## config.mk

```make
export PLATFORM = sky130hd
export DESIGN_NAME = johnson_sequence_decoder
export DESIGN_NICKNAME = d
export VERILOG_FILES = /design/src/rtl/johnson_sequence_decoder.sv
export SDC_FILE = /design/constraint.sdc
export NUM_CORES = 1
export LEC_CHECK = 0
export ABC_AREA = 1
export CAP_MARGIN = 30
export CORE_MARGIN = 2
export CORE_UTILIZATION = 57
export DETAILED_ROUTE_END_ITERATION = 8
export DONT_BUFFER_PORTS = 1
export PLACE_DENSITY = 0.76
export RECOVER_POWER = 25
export REMOVE_ABC_BUFFERS = 1
export SYNTH_ARGS = -nofsm -noshare
export SYNTH_HDL_FRONTEND = slang
export SYNTH_SLANG_ARGS = --single-unit
```

## constraint.sdc

```tcl
create_clock -name clk -period 2.5 [get_ports clk]
set_input_delay 0.375 -clock clk [delete_from_list [all_inputs] [get_ports clk]]
set_output_delay 0.375 -clock clk [all_outputs]
set_load 0.005 [all_outputs]
```

## src/rtl/johnson_sequence_decoder.sv

```systemverilog
// johnson_sequence_decoder
//   Receive-side monitor for a WIDTH-stage Johnson counter bus. It samples
//   code_in on code_valid, decodes it to a binary index and classifies each
//   step against the previous index. It acquires and tracks a count direction,
//   flags illegal codes and broken sequences, and counts steps while locked.
//
//   State table:
//     state     | meaning
//     UNLOCKED  | no trusted previous index; the next legal sample seeds it
//     ACQUIRE   | counting consecutive same-direction steps toward lock
//     LOCKED    | direction established; steps in dir are counted
//
// Ports
//   clk          in   1      clock, rising edge
//   rst          in   1      synchronous reset, active-high
//   code_in      in   WIDTH  Johnson code under observation
//   code_valid   in   1      sample strobe
//   index        out  IDX_W  decoded index of last legal sample
//   index_valid  out  1      index holds a legal decoded value
//   dir          out  1      locked direction (1 = down, 0 = up)
//   locked       out  1      FSM in LOCKED
//   illegal      out  1      pulse: sampled code is not a Johnson code
//   seq_err      out  1      pulse: legal code that is not hold/+1/-1
//   step_count   out  CNT_W  steps accepted while LOCKED, wraps
module johnson_sequence_decoder #(
  parameter int WIDTH      = 4,
  parameter int LOCK_STEPS = 2,
  parameter int CNT_W      = 8,
  localparam int IDX_W     = $clog2(2*WIDTH),
  localparam int ACQ_W     = $clog2(LOCK_STEPS+1)
) (
  input  logic             clk,
  input  logic             rst,
  input  logic [WIDTH-1:0] code_in,
  input  logic             code_valid,
  output logic [IDX_W-1:0] index,
  output logic             index_valid,
  output logic             dir,
  output logic             locked,
  output logic             illegal,
  output logic             seq_err,
  output logic [CNT_W-1:0] step_count
);

  typedef enum logic [1:0] {UNLOCKED, ACQUIRE, LOCKED} state_t;

  localparam logic [IDX_W-1:0] MAX_IDX  = IDX_W'(2*WIDTH-1);
  localparam logic [ACQ_W-1:0] LOCK_CNT = ACQ_W'(LOCK_STEPS);

  state_t           state, state_nxt;
  logic [ACQ_W-1:0] acq_cnt, acq_cnt_nxt;
  logic             acq_dir, acq_dir_nxt;
  logic [IDX_W-1:0] index_nxt;
  logic             index_valid_nxt, dir_nxt, illegal_nxt, seq_err_nxt;
  logic [CNT_W-1:0] step_count_nxt;

  logic [WIDTH-1:0] inv_code;
  logic             code_legal;
  logic [IDX_W-1:0] ones, code_idx, idx_plus, idx_minus;
  logic             is_hold, is_up, is_down, step_dir;
  logic [ACQ_W-1:0] acq_cnt_step;

  // A legal Johnson code is a run of low ones, or (when the MSB is set) its
  // complement is. x & (x+1) == 0 tests for a run of low ones.
  always_comb begin
    inv_code   = ~code_in;
    code_legal = code_in[WIDTH-1] ? ((inv_code & (inv_code + 1'b1)) == '0)
                                  : ((code_in & (code_in + 1'b1)) == '0);
    ones = '0;
    for (int i = 0; i < WIDTH; i++) ones = ones + IDX_W'(code_in[i]);
    code_idx = code_in[WIDTH-1] ? IDX_W'(2*WIDTH) - ones : ones;
  end

  // Neighbours of the previous index, with explicit wrap since 2*WIDTH need
  // not be a power of two.
  always_comb begin
    idx_plus  = (index == MAX_IDX) ? '0 : index + 1'b1;
    idx_minus = (index == '0) ? MAX_IDX : index - 1'b1;
    is_hold   = (code_idx == index);
    is_up     = (code_idx == idx_plus);
    is_down   = (code_idx == idx_minus);
    step_dir  = is_down;
    // acq_cnt == 0 means no direction recorded yet, so any step starts at 1.
    acq_cnt_step = ((acq_cnt != '0) && (step_dir == acq_dir)) ? acq_cnt + 1'b1
                                                                : ACQ_W'(1);
  end

  always_comb begin
    state_nxt       = state;
    acq_cnt_nxt     = acq_cnt;
    acq_dir_nxt     = acq_dir;
    index_nxt       = index;
    index_valid_nxt = index_valid;
    dir_nxt         = dir;
    step_count_nxt  = step_count;
    illegal_nxt     = 1'b0;
    seq_err_nxt     = 1'b0;

    if (code_valid) begin
      if (!code_legal) begin
        illegal_nxt     = 1'b1;
        index_valid_nxt = 1'b0;
        state_nxt       = UNLOCKED;
      end else begin
        index_nxt       = code_idx;
        index_valid_nxt = 1'b1;
        case (state)
          UNLOCKED: begin
            state_nxt   = ACQUIRE;
            acq_cnt_nxt = '0;
          end
          ACQUIRE: begin
            if (is_up || is_down) begin
              acq_dir_nxt = step_dir;
              acq_cnt_nxt = acq_cnt_step;
              if (acq_cnt_step == LOCK_CNT) begin
                state_nxt = LOCKED;
                dir_nxt   = step_dir;
              end
            end else if (!is_hold) begin
              seq_err_nxt = 1'b1;
              acq_cnt_nxt = '0;
            end
          end
          LOCKED: begin
            if (is_up || is_down) begin
              if (step_dir == dir) begin
                step_count_nxt = step_count + 1'b1;
              end else begin
                seq_err_nxt = 1'b1;
                state_nxt   = ACQUIRE;
                acq_cnt_nxt = ACQ_W'(1);
                acq_dir_nxt = step_dir;
              end
            end else if (!is_hold) begin
              seq_err_nxt = 1'b1;
              state_nxt   = ACQUIRE;
              acq_cnt_nxt = '0;
            end
          end
          default: state_nxt = UNLOCKED;
        endcase
      end
    end
  end

  always_ff @(posedge clk) begin
    if (rst) begin
      state       <= UNLOCKED;
      acq_cnt     <= '0;
      acq_dir     <= 1'b0;
      index       <= '0;
      index_valid <= 1'b0;
      dir         <= 1'b0;
      illegal     <= 1'b0;
      seq_err     <= 1'b0;
      step_count  <= '0;
    end else begin
      state       <= state_nxt;
      acq_cnt     <= acq_cnt_nxt;
      acq_dir     <= acq_dir_nxt;
      index       <= index_nxt;
      index_valid <= index_valid_nxt;
      dir         <= dir_nxt;
      illegal     <= illegal_nxt;
      seq_err     <= seq_err_nxt;
      step_count  <= step_count_nxt;
    end
  end

  assign locked = (state == LOCKED);

endmodule

```

### Yosys cells after proc, flatten, opt, wreduce, memory -nomap -nowiden

Cells that the tools add are included.
Widths: inputs -> output; s select.

* add/subtract/negate cells: 10
* equality and inequality tests: 17
* mux-type cells: 27
* bitwise gates (word level): 5
* reduce and logical (&&, ||, !) cells: 17

Operators by type and width (count)
* $mux 2: 10
* $reduce_and 5->1: 3
* $pmux 2 s3: 2
* $mux 1: 10
* $eq 3x3->1: 3
* $mux 3: 3
* $ne 3x3->1 const B: 3
* $add 4x1->4 const B: 2
* $add 8x1->8 const B: 1
* $and 4x4->4: 2
* $logic_not 4->1: 2
* $reduce_and 6->1: 1
* $eq 2x2->1 const B: 2
* $ne 2x2->1 const B: 2
* $ne 4x3->1 const B: 1
* $ne 4x4->1 const B: 1
* $not 4->4: 1
* $pmux 1 s2: 2
* $reduce_and 4->1: 1
* $reduce_bool 2->1: 2
* $add 2x1->3: 1
* $add 3x1->3: 1
* $add 3x1->3 const B: 1
* $eq 3x3->1 const B: 1
* other kinds (16): 18

* register bits after elaboration: 20
* input port bits: 7
* output and inout port bits: 16
* word-level logic and storage cells: 85

### Depth between registers and ports, before layout

* depth after elaboration: 14
* gate-level depth with buffers: 18
* mapped depth without buffers: 18

### Least setup slack after synthesis

No wires, ideal clock.

* path kind: input-to-reg
* from: input port code_in[0]
* to: register step_count[3]
* library setup time: 115 ps
* arrival: 2517 ps
* required time: 2385 ps
* setup slack: -132 ps
* stages on the path: 17
* buffers on the path: 0
* path through: fa_1 ha_1 nand2_2 clkinv_1 nand3_2 nand2_2 nand2_1 nand2_1 nor2_2 nand3_2 nand2_4 inv_4 nor2_4 nand2_8 clkinv_4 a21oi_1 and2_1

* word-level cells in the longest chain between the ends: 8
* elaborated cells on any way between the ends: 18
* classes of those cells: 6 x add/sub; 3 x eq/ne; 2 x mux; 3 x bitwise; 4 x reduce/logical

RTL lines
* start: declaration: RTL line 34 `input logic [WIDTH-1:0] code_in,`
* $add 1x1->2 (*): RTL line 70 `for (int i = 0; i < WIDTH; i++) ones = ones + IDX_W'(code_in[i]);`
* $add 2x1->3 (*): RTL line 70
* $add 3x1->3 (*): RTL line 70
* $sub 1x3->3: RTL line 71 `code_idx = code_in[WIDTH-1] ? IDX_W'(2*WIDTH) - ones : ones;`
* $mux 3 (*): RTL line 71
* net code_idx[0]: RTL line 59 `logic [IDX_W-1:0] ones, code_idx, idx_plus, idx_minus;`
* $eq 3x3->1 (on tied branches): RTL line 81, 80
* $eq 1x1->1 / $logic_or 1x1->1 (equally long branches): RTL line 127, 126
* $reduce_and 5->1 (no source line) (*)
* end signal: assignment: RTL line 167 `step_count <= step_count_nxt;`
* end: declaration: RTL line 42 `output logic [CNT_W-1:0] step_count`

The timed path passes the listed nets; every way through them passes the cells marked *.
A chain may end at the register's enable or synchronous reset.

### Worst setup path after layout

* from: input port code_in[3]
* to: register step_count[7]

* word-level cells in the longest chain between the ends: 6
* elaborated cells on any way between the ends: 16
* classes of those cells: 4 x add/sub; 3 x eq/ne; 2 x mux; 3 x bitwise; 4 x reduce/logical

RTL lines
* $add 3x1->3 / $not 4->4 (equally long branches): RTL line 70, 66
* $sub 1x3->3 / $add 4x1->4 (equally long branches): RTL line 71, 67
* $mux 3 / $and 4x4->4 (equally long branches): RTL line 71, 67
* $eq 3x3->1 (tied with other cells): RTL line 81 `is_down = (code_idx == idx_minus);`
* $eq 1x1->1 (tied with other cells): RTL line 127 `if (step_dir == dir) begin`
* $reduce_and 5->1 (no source line) (*)

Mark *: on every way between the ends. The rest lies on a longest branch, timed or not.

==> results by group <==
Yosys
  • Synth area leaders: dfxtp_1 25%, ha_1 13%, nand2_1 11%
  • Synth top area share: 25.2%
  • Synth warnings: 0
  • Yosys top cell by area: dfxtp_1
  • Yosys cell types: 30
  • Avg Inst Size Synth: 6.70 um2
  • FF+latch count, synth: 20
  • Sequential area share after synthesis: 25.2%
  • Synthesized cell area: 1590 um2
  • Cells after Synth: 237
  • Top FF cell, synth: dfxtp_1
  • EDFF count, synth: 0
  • Synth async-reset ratio: 0%
  • Commonest cells post-synth: 47 x nand2_1, 34 x nor2_1, 32 x inv_1
  • Count leader, synth: nand2_1

Clock tree
  • Number of setup buffers added after CTS: 0
  • H-Tree Depth: 1
  • CTS resizes: 0
  • CTS clk-pin slew, worst paths: 130 ps
  • TritonCTS clock tree: done
  • Clk_lat worst skew: 310 ps
  • Post-CTS Hold Buffers: 0
  • TritonCTS Sinks: 20
  • CTS Buf Count: 3
  • CTS Buffer Depth: 2
  • CTS root buf: clkbuf_4

Placement
  • Port Buf Inserts: 0
  • Placed cell areas: 1660 um2
  • RePlAce Congestion: 0.822
  • Post-DP HPWL: 2460 um
  • Placed Cells: 272
  • Place WS: -250 ps

Global routing
  • Busiest layer in global routing: met2
  • Grt met2 use: 35.2%
  • Overall Global Routing Usage: 20.8%
  • Grt total ovfl: 0
  • Largest net degree at the start of global routing: 13
  • Vias in the first global route: 1297
  • Met3 usage: 5.53%
  • Met1 usage: 27.2%
  • Global-route wire length before repair: 5440 um
  • Initial antenna violation count: 0

Route
  • Antenna violation net count after detailed routing: 0
  • Initial DRC count: 57
  • Final wirelength: 3170 um
  • Via density: 5.34
  • WL per Instance: 11.5 um
  • Drt pass-1 iters: 4
  • Residual DRC: 0
  • Detailed-route via count: 1475

Floorplan
  • Core area: 2710 um2
  • Ports: 23
  • Die ar.: 3230 um2
  • Die Height: 56.8 um
  • Starting Density: 58.6%
  • Die width: 56.8 um
  • Rows: 19

Run
  • Max-cap violations: 0

Outcome
  • Status: finished, final reports clean

Critical path
  • Reg2reg setup slack: 210 ps
  • Startpoint types: input port
  • Worst path cell trace: fa_2 > ha_2 > inv_1 > nand2_1 > nand3_2 > nand3_1 > nand3_2 > nand2_1 > o21bai_1 > nand2_2 > nand2_2 > nor2_4 > nand2_8 > nor2_2 > nand2_1 > nand2_1 > nor2_1
  • CP delay by family, top: simple AND/OR/NAND/NOR gates
  • CP max FO: 8
  • Critical path arrival: 2560 ps
  • Most Frequent Cell on Critical Path: nand2_1
  • Crit path largest cell delay: 590 ps
  • CP Depth: 17
  • Reg2reg start: index[0]
  • Worst endpoint required time: 2720 ps
  • Reg2Reg Depth: 16
  • Crit path kind: in -> reg
  • Element type at the critical path end: flop
  • Crit path from: code_in[3]
  • End of the critical path: step_count[7]
  • R2R Path End: step_count[7]
  • Worst path bufs/invs: 1
  • Critical path's slowest cell: fa_2

Finish
  • Fin area: 1760 um2
  • Net count, final: 270
  • Share of layout cells above drive strength 1: 15.5%
  • Area grow syn2layout: 10.7%
  • Antenna fix cells: 0
  • Post-route insts no fill: 276

Timing
  • Rel. slew slack: 75.9%
  • Setup TNS: 0 ps
  • Fin worst setup slack: 160 ps
  • F_max: 427 MHz
  • RSZ-0062 raised after global routing: true
  • Worst-margin pin slew: 361 ps
  • Fin. Hold Viols: 0
  • Period utilization: 93.6%
  • Final setup violation count: 0
  • Minimum clock period: 2340 ps
  • Pins Over Slew Limit: 0
  • Final Skew: 5.56 ps

Hold path
  • Min-delay src: rst
  • Hold Crit Class: in -> reg

Power and ir drop
  • Pwr dens: 529 nW/um2
  • Max rail drop VDD: 0.000562 V
  • Tot Pwr: 0.000931 W
  • Pleak: 0.786 nW
per-layer routing:
layer | vias up | share of wire (%) | wire [um]
li1 | 769 | - | -
met1 | 659 | 47 | 1480
met2 | 43 | 46 | 1470
met3 | 4 | 5.9 | 187
met4 | 0 | 0.82 | 26
met5 | - | 0 | 0
state kept, by name (all words and copies together), names as in the netlist:
| signal | count |
|---|---|
| acq_cnt | 2 |
| acq_dir | 1 |
| dir | 1 |
| illegal | 1 |
| index | 3 |
| index_valid | 1 |
| seq_err | 1 |
| state | 2 |
| step_count | 8 |
worst min-delay path by stage:
stage / endpoint / slack (ps) / cells past startpoint
floorplan: acq_cnt[1] / 440 / 1
global placement: acq_cnt[1] / 450 / 1
detailed placement: index_valid / 450 / 1
CTS: index_valid / 110 / 1
global route: step_count[5] / 100 / 1
finish: index_valid / 110 / 1
cells by family (layout without fill, tap and decap cells):
logic type	Yosys count	count (layout)	synth area share, %
AO/OA/AOI/OAI	29	29	9.61
XOR/XNOR	7	7	3.86
adder cells (fa/ha/maj)	17	17	13.9
buffers and inverters	37	45	9.29
flip-flops	20	20	25.2
AND/OR/NAND/NOR	127	127	38.2
placed cells by master (no fill, tap or decap), drive strengths merged:
cell | synthesis | layout
o21ai | 13 | 13
clkbuf | 1 | 3
xor2 | 5 | 5
o21bai | 1 | 1
inv | 33 | 35
nand3b | 1 | 1
o211ai | 1 | 1
ha | 16 | 16
a211oi | 1 | 1
a21oi | 13 | 13
dfxtp | 20 | 20
fa | 1 | 1
nand3 | 26 | 26
buf | 1 | 6
nand4 | 3 | 3
and2 | 1 | 1
nor3 | 2 | 2
nand2 | 54 | 54
bufinv | 0 | 1
xnor2 | 2 | 2
nor2 | 40 | 40
final cells by class:
| cell class | count | area (um2) |
|---|---|---|
| clock inverter | 1 | 30.0 |
| inverter | 35 | 141 |
| tap | 31 | 38.8 |
| timing repair buffer | 6 | 45.0 |
| fill | 244 | 951 |
| clock buffer | 3 | 22.5 |
| multi-input combinational | 180 | 1080 |
| sequential | 20 | 400 |
report_power, final:
part | total [W] | internal [W] | switching (W)
sequential | 0.000342 | 0.000329 | 0.0000129
combinational | 0.000315 | 0.000119 | 0.000197
clock | 0.000273 | 0.000162 | 0.000111
total | 0.000931 | 0.000610 | 0.000321
through the flow:
stage / hold slack [ps] / utilization [%]
after floorplan: 444 / -
after global placement: 449 / 61.4
final: 114 / 64.9
after CTS: 111 / 63.3
after global routing: 96.1 / 64.9
after detailed placement: 449 / 61.4
No activity file was read; power rests on OpenSTA's default activity.
